File: src/rtl/cell4_tt_sequencer_pkg.sv
// Shared definitions for the cell truth-table sequencers (NOR4 first,
// NAND4/AOI variants later): FSM state encodings and table-width helper.
package cell4_tt_sequencer_pkg;

  typedef enum logic [1:0] {
    ST_IDLE   = 2'd0,
    ST_SETTLE = 2'd1,
    ST_SAMPLE = 2'd2,
    ST_DONE   = 2'd3
  } tt_state_e;

  // Number of truth-table entries for a cell with n inputs.
  function automatic int unsigned tt_width(input int unsigned n);
    return 32'd1 << n;
  endfunction

endpackage

File: src/rtl/cell4_tt_sequencer_settle_timer.sv
// Settle-window down-counter: load reloads LOAD_VAL, count_en decrements,
// expire flags the last held cycle so the FSM moves to SAMPLE on that edge.
module cell4_tt_sequencer_settle_timer #(
  parameter int unsigned LOAD_VAL = 2
) (
  input  logic CK,
  input  logic RN,
  input  logic load,
  input  logic count_en,
  output logic expire
);

  localparam int unsigned CW = (LOAD_VAL < 2) ? 1 : $clog2(LOAD_VAL + 1);
  localparam logic [CW-1:0] LOAD_W = CW'(LOAD_VAL);

  logic [CW-1:0] cnt;

  // Reload on each stim change, count down while holding.
  always_ff @(posedge CK or negedge RN) begin
    if (!RN) begin
      cnt <= '0;
    end else if (load) begin
      cnt <= LOAD_W;
    end else if (count_en && (cnt != '0)) begin
      cnt <= cnt - CW'(1);
    end
  end

  assign expire = count_en && (cnt == CW'(1));

endmodule

File: src/rtl/cell4_tt_sequencer.sv
// Truth-table sweep/capture for 4-input library cells. Drives every input
// pattern onto stim, samples ZN after SETTLE_CYC hold cycles, builds tt and
// counts mismatches against EXP_TT.
// Optional: define CELL_TT_FIRST_FAIL_EN to add first_fail / fail_idx capture.
//
// state     | meaning
// ----------+--------------------------------------------------------
// ST_IDLE   | waiting for start; results of last sweep held
// ST_SETTLE | stim held, settle timer running
// ST_SAMPLE | this edge captures ZN for idx and advances the pattern
// ST_DONE   | one cycle, done high, then back to idle
module cell4_tt_sequencer
  import cell4_tt_sequencer_pkg::*;
#(
  parameter int unsigned N_IN       = 4,
  parameter int unsigned SETTLE_CYC = 2,
  parameter logic [(2**N_IN)-1:0] EXP_TT = 16'h0001
) (
  input  logic                   CK,
  input  logic                   RN,
  input  logic                   start,
  output logic [N_IN-1:0]        stim,
  input  logic                   ZN,
  output logic                   busy,
  output logic                   done,
  output logic [(2**N_IN)-1:0]   tt,
  output logic [N_IN:0]          err_cnt,
  output logic                   pass
`ifdef CELL_TT_FIRST_FAIL_EN
  ,
  output logic                   first_fail,
  output logic [N_IN-1:0]        fail_idx
`endif
);

  localparam int unsigned TT_W = tt_width(N_IN);
  // With no settle window the pattern is sampled on the very next edge.
  localparam tt_state_e ST_HOLD = (SETTLE_CYC == 0) ? ST_SAMPLE : ST_SETTLE;

  tt_state_e       state;
  logic [N_IN-1:0] idx;
  logic            mismatch;
  logic            last;
  logic [N_IN:0]   err_nxt;
  logic            tmr_load;
  logic            tmr_expire;

  assign mismatch = (ZN != EXP_TT[idx]);
  assign last     = (idx == {N_IN{1'b1}});
  assign err_nxt  = err_cnt + (N_IN+1)'(mismatch);
  assign tmr_load = ((state == ST_IDLE) && start) || ((state == ST_SAMPLE) && !last);

  cell4_tt_sequencer_settle_timer #(
    .LOAD_VAL (SETTLE_CYC)
  ) u_settle_timer (
    .CK       (CK),
    .RN       (RN),
    .load     (tmr_load),
    .count_en (state == ST_SETTLE),
    .expire   (tmr_expire)
  );

  // Sweep FSM with all outputs registered.
  always_ff @(posedge CK or negedge RN) begin
    if (!RN) begin
      state   <= ST_IDLE;
      idx     <= '0;
      stim    <= '0;
      busy    <= 1'b0;
      done    <= 1'b0;
      tt      <= '0;
      err_cnt <= '0;
      pass    <= 1'b0;
    end else begin
      done <= 1'b0;
      case (state)
        ST_IDLE: begin
          if (start) begin
            idx     <= '0;
            stim    <= '0;
            tt      <= '0;
            err_cnt <= '0;
            pass    <= 1'b0;
            busy    <= 1'b1;
            state   <= ST_HOLD;
          end
        end
        ST_SETTLE: begin
          if (tmr_expire) state <= ST_SAMPLE;
        end
        ST_SAMPLE: begin
          tt[idx] <= ZN;
          err_cnt <= err_nxt;
          if (last) begin
            stim  <= '0;
            busy  <= 1'b0;
            done  <= 1'b1;
            pass  <= (err_nxt == '0);
            state <= ST_DONE;
          end else begin
            idx   <= idx + N_IN'(1);
            stim  <= idx + N_IN'(1);
            state <= ST_HOLD;
          end
        end
        ST_DONE: begin
          state <= ST_IDLE;
        end
        default: state <= ST_IDLE;
      endcase
    end
  end

`ifdef CELL_TT_FIRST_FAIL_EN
  // Remember the pattern index of the first mismatch in a sweep.
  always_ff @(posedge CK or negedge RN) begin
    if (!RN) begin
      first_fail <= 1'b0;
      fail_idx   <= '0;
    end else if ((state == ST_IDLE) && start) begin
      first_fail <= 1'b0;
      fail_idx   <= '0;
    end else if ((state == ST_SAMPLE) && mismatch && !first_fail) begin
      first_fail <= 1'b1;
      fail_idx   <= idx;
    end
  end
`endif

  initial assert (TT_W == (2**N_IN)) else $error("table width");

endmodule

File: config.mk
export PLATFORM = sky130hd
export DESIGN_NAME = cell4_tt_sequencer
export DESIGN_NICKNAME = d
export VERILOG_FILES = /design/src/rtl/cell4_tt_sequencer_pkg.sv /design/src/rtl/cell4_tt_sequencer_settle_timer.sv /design/src/rtl/cell4_tt_sequencer.sv
export SDC_FILE = /design/constraint.sdc
export NUM_CORES = 1
export LEC_CHECK = 0
export ABC_AREA = 1
export CORE_UTILIZATION = 35
export CTS_BUF_LIST = sky130_fd_sc_hd__clkbuf_8
export DETAILED_ROUTE_END_ITERATION = 6
export GPL_TIMING_DRIVEN = 0
export SLEW_MARGIN = 20
export SYNTH_ARGS = -nofsm -noshare
export SYNTH_HDL_FRONTEND = slang
export SYNTH_SLANG_ARGS = --single-unit
File: constraint.sdc
create_clock -name CK -period 2.5 [get_ports CK]
set_input_delay 0.75 -clock CK [delete_from_list [all_inputs] [get_ports CK]]
set_output_delay 0.75 -clock CK [all_outputs]
set_load 0.01 [all_outputs]
; ---- Yosys cells after proc, flatten, opt, wreduce, memory -nomap -nowiden
; Memories as Yosys holds them, arrays and structs flattened.
; Index checks and enable logic that the tools add are counted.
[totals]
regBits = 36
input_bits = 4
rom_bits = 16
memories = 1
[op_classes]
n_mux = 27
n_eq_ne = 10
reduce_logical = 16
n_lt_le_gt_ge = 2
add_sub_neg = 3
[memory_table]
columns = memory, words, width, read_ports, rd_clocked_by_memory_dff, wr, line
row1 = (no name shown), 16, 1, 1, 0, 0, cell4_tt_sequencer.sv:48  ; assign mismatch = (ZN != EXP_TT[idx]);
[ops]
columns = operator, count
row1 = $pmux W16 S2, 1
row2 = $bwmux W16, 1
row3 = $mux W16, 1
row4 = $pmux W4 S2, 2
row5 = $mux W4, 3
row6 = $mux W2, 5
row7 = $pmux W5 S2, 1
row8 = $mux W1, 8
row9 = $ne A2 B2 Y1 const B, 4
row10 = $pmux W2 S4, 1
row11 = $reduce_and A3 Y1, 2
row12 = $reduce_bool A2 Y1, 3
row13 = $add A5 B1 Y5, 1
row14 = $logic_and A1 B1 Y1, 5
row15 = $logic_not A5 Y1, 1
row16 = $lt A4 B5 Y1 const B, 1
row17 = $mux W5, 1
row18 = $add A4 B1 Y4 const B, 1
row19 = $demux W1 S4, 1
row20 = $eq A2 B1 Y1 const B, 2
row21 = $eq A2 B2 Y1 const B, 2
row22 = $eq A4 B4 Y1 const B, 1
row23 = $ge A4 B1 Y1 const B, 1
row24 = $pmux W1 S2, 2
row25 = other kinds (6), 7

; ---- Depth between registers and ports, before layout
[depth]
depth_word = 7
ltp_mapped = 13
mapped_depth_nobuf = 13

; ---- By module
; From an unflattened synthesis, not the netlist that was laid out.
[unflattened]
cells_unflattened = 214
hier_area_um2 = 1764.2
[modules_own_cells]
columns = module, cells_per_inst, seq_area_each_um2, area_per_inst_um2, instances
row1 = cell4_tt_sequencer, 195, 850.8, 1627.8, 1
row2 = cell4_tt_sequencer_settle_timer, 19, 50.0, 136.4, 1

; ---- Worst setup path before layout
; Ideal clock, no wire load.
[synth_path]
path_type = input -> register
from = input port ZN
to = register pass
path_slack_ns = 0.641
required_ns = 2.435
stages = 9
arrival_time_ns = 1.795
setup_ns = 0.065
path_cell_list = inv_1 -> xor2_1 -> ha_1 -> ha_1 -> nor2_1 -> nand3_1 -> nor2_1 -> nand2_1 -> nand2_1
[synth_via]
elab_chain_len = 5
[synth_lines]
columns = element, line
row1 = from (decl), cell4_tt_sequencer.sv:23  ; input logic ZN,
row2 = $ne A1 B1 Y1, cell4_tt_sequencer.sv:48
row3 = $add A5 B1 Y5, cell4_tt_sequencer.sv:50  ; assign err_nxt = err_cnt + (N_IN+1)'(mismatch);
row4 = $logic_not A5 Y1, cell4_tt_sequencer.sv:98  ; pass <= (err_nxt == '0);
row5 = $mux W1, cell4_tt_sequencer.sv:94  ; if (last) begin
row6 = $pmux W1 S2, cell4_tt_sequencer.sv:76  ; case (state)
row7 = to (signal assigned), cell4_tt_sequencer.sv:98
row8 = to (decl), cell4_tt_sequencer.sv:28  ; output logic pass
; No other way between the ends. The select of a mux whose other input is x is not followed.
; A chain may end at the register's enable or synchronous reset.

; ---- Worst setup path after layout
[layout_path]
from = register idx[0]
to = register pass
[layout_via]
elab_chain_len = 7
elab_cells_between_ends = 10
[layout_lines]
columns = element, line
row1 = from (decl), cell4_tt_sequencer.sv:41  ; logic [N_IN-1:0] idx;
row2 = from (signal assigned), cell4_tt_sequencer.sv:101  ; idx <= idx + N_IN'(1);
row3 = $mem_v2 Z16 W1, n/a
row4 = $mux W1 (not written as such), cell4_tt_sequencer.sv:48
row5 = $ne A1 B1 Y1, cell4_tt_sequencer.sv:48
row6 = $add A5 B1 Y5, cell4_tt_sequencer.sv:50
row7 = $logic_not A5 Y1, cell4_tt_sequencer.sv:98
row8 = $mux W1, cell4_tt_sequencer.sv:94
row9 = $pmux W1 S2, cell4_tt_sequencer.sv:76
; Parallel ways exist; a longest one is shown, timed or not. The select of a mux whose other input is x is not followed.

==> impl_results.md <==
* CP startpoint kind: flop
* Setup Fix Bufs, Post-CTS at 0
* I/O pin count at 32
* Critical Path RT at 2740 ps
* Nets at between 200 and 300
* Leakage Power at between 0.001 and 0.0015 µW
* DR pass1 iterations at 4
* Post-Syn Area at around 1800 µm²
* Area of the multi-input gates at 733 µm²
* GR Overflow Total at 0
* IO buf count at 31
* R2r startpoint: idx[0]
* Status: finished clean
* CTS clk-pin slew, worst paths at 70 ps
* RSZ-0062 raised after global routing: false
* Most frequent cells in the layout: nand2_1, dfrtp_1, clkdlybuf4s50_1
* Detailed Route WL at 4.04 mm
* Gate Count Post-Synth at 216
* Worst vdd ir at 0.310 mV
* CTS max path bufs at 2
* CTS buffer count at 5
* WL/cell at ~13 µm
* First-pass GRT wire length at 7.02 mm
* Vias at 1,497
* Initial core utilization at 0.368
* Max-cap violations at 0
* Power Density at 888 nW/µm²
* Die Width at approximately 73 µm
* Critical path buffers and inverters at 1
* Setup CP Type: flop to flop
* Commonest non-fill, non-tap cell in the layout: nand2_1
* Crit Path Max Fanout at 4
* Placer Congestion at roughly 0.8
* H-tree depth at 2
* Final WS setup at 405 ps
* CTS Sinks at 36
* Initial antenna violation count at 0
* Max-slew headroom at 0.736
* Final hold vios at 0
* Finish-stage setup viols at 0
* DR iter-0 viols at slightly above 80
* Fmax at 0.477 GHz
* Cell taking the most area after synthesis: dfrtp_1
* Rows at 25
* Antenna Cells at 0
* CP max-delay cell: dfrtp_1
* Top post-synthesis cells by area: dfrtp_1, nand2_1, ha_1
* Slew Viols, Final at 0
* Post-synth top area share at 0.511
* Net Count, Synth at 228
* Sequential cell area fraction in the yosys report at 0.511
* Post-synthesis sequential element count at 36
* CTS tree: done
* Hold slack at 372 ps
* Vias/cell at around 4.6
* Number of library cell types mapped by synthesis at 19
* Slowest stage delay, CP at 410 ps
* Reg area at about 900 µm²
* Fin crit period at 2100 ps
* Final period utilization at 0.838
* Clk Latency, worst-skew pair at 290 ps
* Area grow syn2layout at 28.9%
* Tightest Pin Transition at 396 ps
* Filler cells at 490
* Full die area at ~5300 µm²
* Placed cell count at 315
* Largest net degree at the start of global routing at 23
* Root buffer cell: clkbuf_8
* Remaining routing DRC violations at 0
* Synth Area per Inst at 8.16 µm²
* Final Non-Filler Cells at 323
* Worst Hold Class: primary input to async pin
* ANT nets after route at 0
* Final HPWL DP at between 2 and 3 mm
* Yosys warns at 0
* Vias in the first global route at 1,518
* Crit-path cells: inv_1 -> ha_1 -> nand2_1 -> xor2_1 -> ha_1 -> ha_1 -> nor2_1 -> nand3_1 -> nor2_1 -> nand2_1 -> nand2_1
* Worst setup EP type: flop
* Layout cells sized above 1 at 0.0742
* Total global-route track usage at 0.179
* Crit-path leading delay family: adder cells
* Layout Skew at between 6 and 7 ps
* Core outline area at 4790 µm²
* Post-Route Setup TNS at 0 ps
* DIE HEIGHT at 72.9 µm
* Worst slack, placed at -241 ps
* Crit path from: idx[0]
* CP arrival at 2330 ps
[worst paths after layout]
kind / end / slack [ps] / cells after the start
setup reg to reg: pass / 400 / 11
hold / removal: busy / 370 / 1
min in group CK: stim[0] / 470 / 2
hold reg to reg: stim[0] / 470 / 2
max in group asynchronous: idx[3] / 1690 / 2
setup / recovery: pass / 400 / 11
[metal layers]
metal / track usage / vias up / share of wire
met5: 0 / - / 0
met4: 0.0784 / 0 / 0.018
met3: 0.0387 / 8 / 0.034
met2: 0.279 / 32 / 0.46
met1: 0.239 / 693 / 0.49
li1: - / 764 / -
[power by group]
part           leakage, µW  internal (µW)  switching (µW)
Clock            0.0000538            217             213
Sequential        0.000482            697            88.7
Combinational     0.000600            324             476
Total              0.00114           1240             778
[stage by stage]
step	utilization	area, µm²	total power [µW]
finish	0.475	2270	2020
global route	0.475	2270	2160
CTS	0.474	2270	2030
detailed placement	0.455	2180	1600
global placement	0.450	2160	1570
floorplan	-	1760	1290
[what timing repair did]
action                     CTS  global route
hold endpoints to repair     0             0
setup endpoints to repair    0             2
gates resized for setup      0             2
hold buffers                 0             0
[flip-flops by register name, indices dropped and copies added, names as in the netlist]
name and cells:
busy 1, u_settle_timer.cnt 2, tt 16, stim 4, err_cnt 5, state 2, idx 4, done 1
pass 1
[kinds of logic after synthesis]
logic type / Yosys count / share of synthesized area
AO/OA/AOI/OAI: 26 / 0.0788
XOR/XNOR: 2 / 0.00994
adder cells (fa/ha/maj): 8 / 0.0568
buffers and inverters: 29 / 0.0724
flip-flops: 36 / 0.511
AND/OR/NAND/NOR: 115 / 0.271
[cell type report]
cell class	instances	area share
clock buffers	6	0.0364
well taps	67	0.0369
plain buffers	4	0.0149
multi-input cells	151	0.323
repair buffers	32	0.148
clock inverters	2	0.00331
inverters	25	0.0413
flip-flops and latches	36	0.397
[cells in the mapped netlist (all sizes together)]
library cell	count
nand4	2
inv	25
o22ai	7
nand3	17
xor2	2
ha	8
nor2	24
buf	4
or2	1
nand2	70
nor3	1
a21oi	3
o21ai	16
dfrtp	36
(Power assumes the default switching activity.)
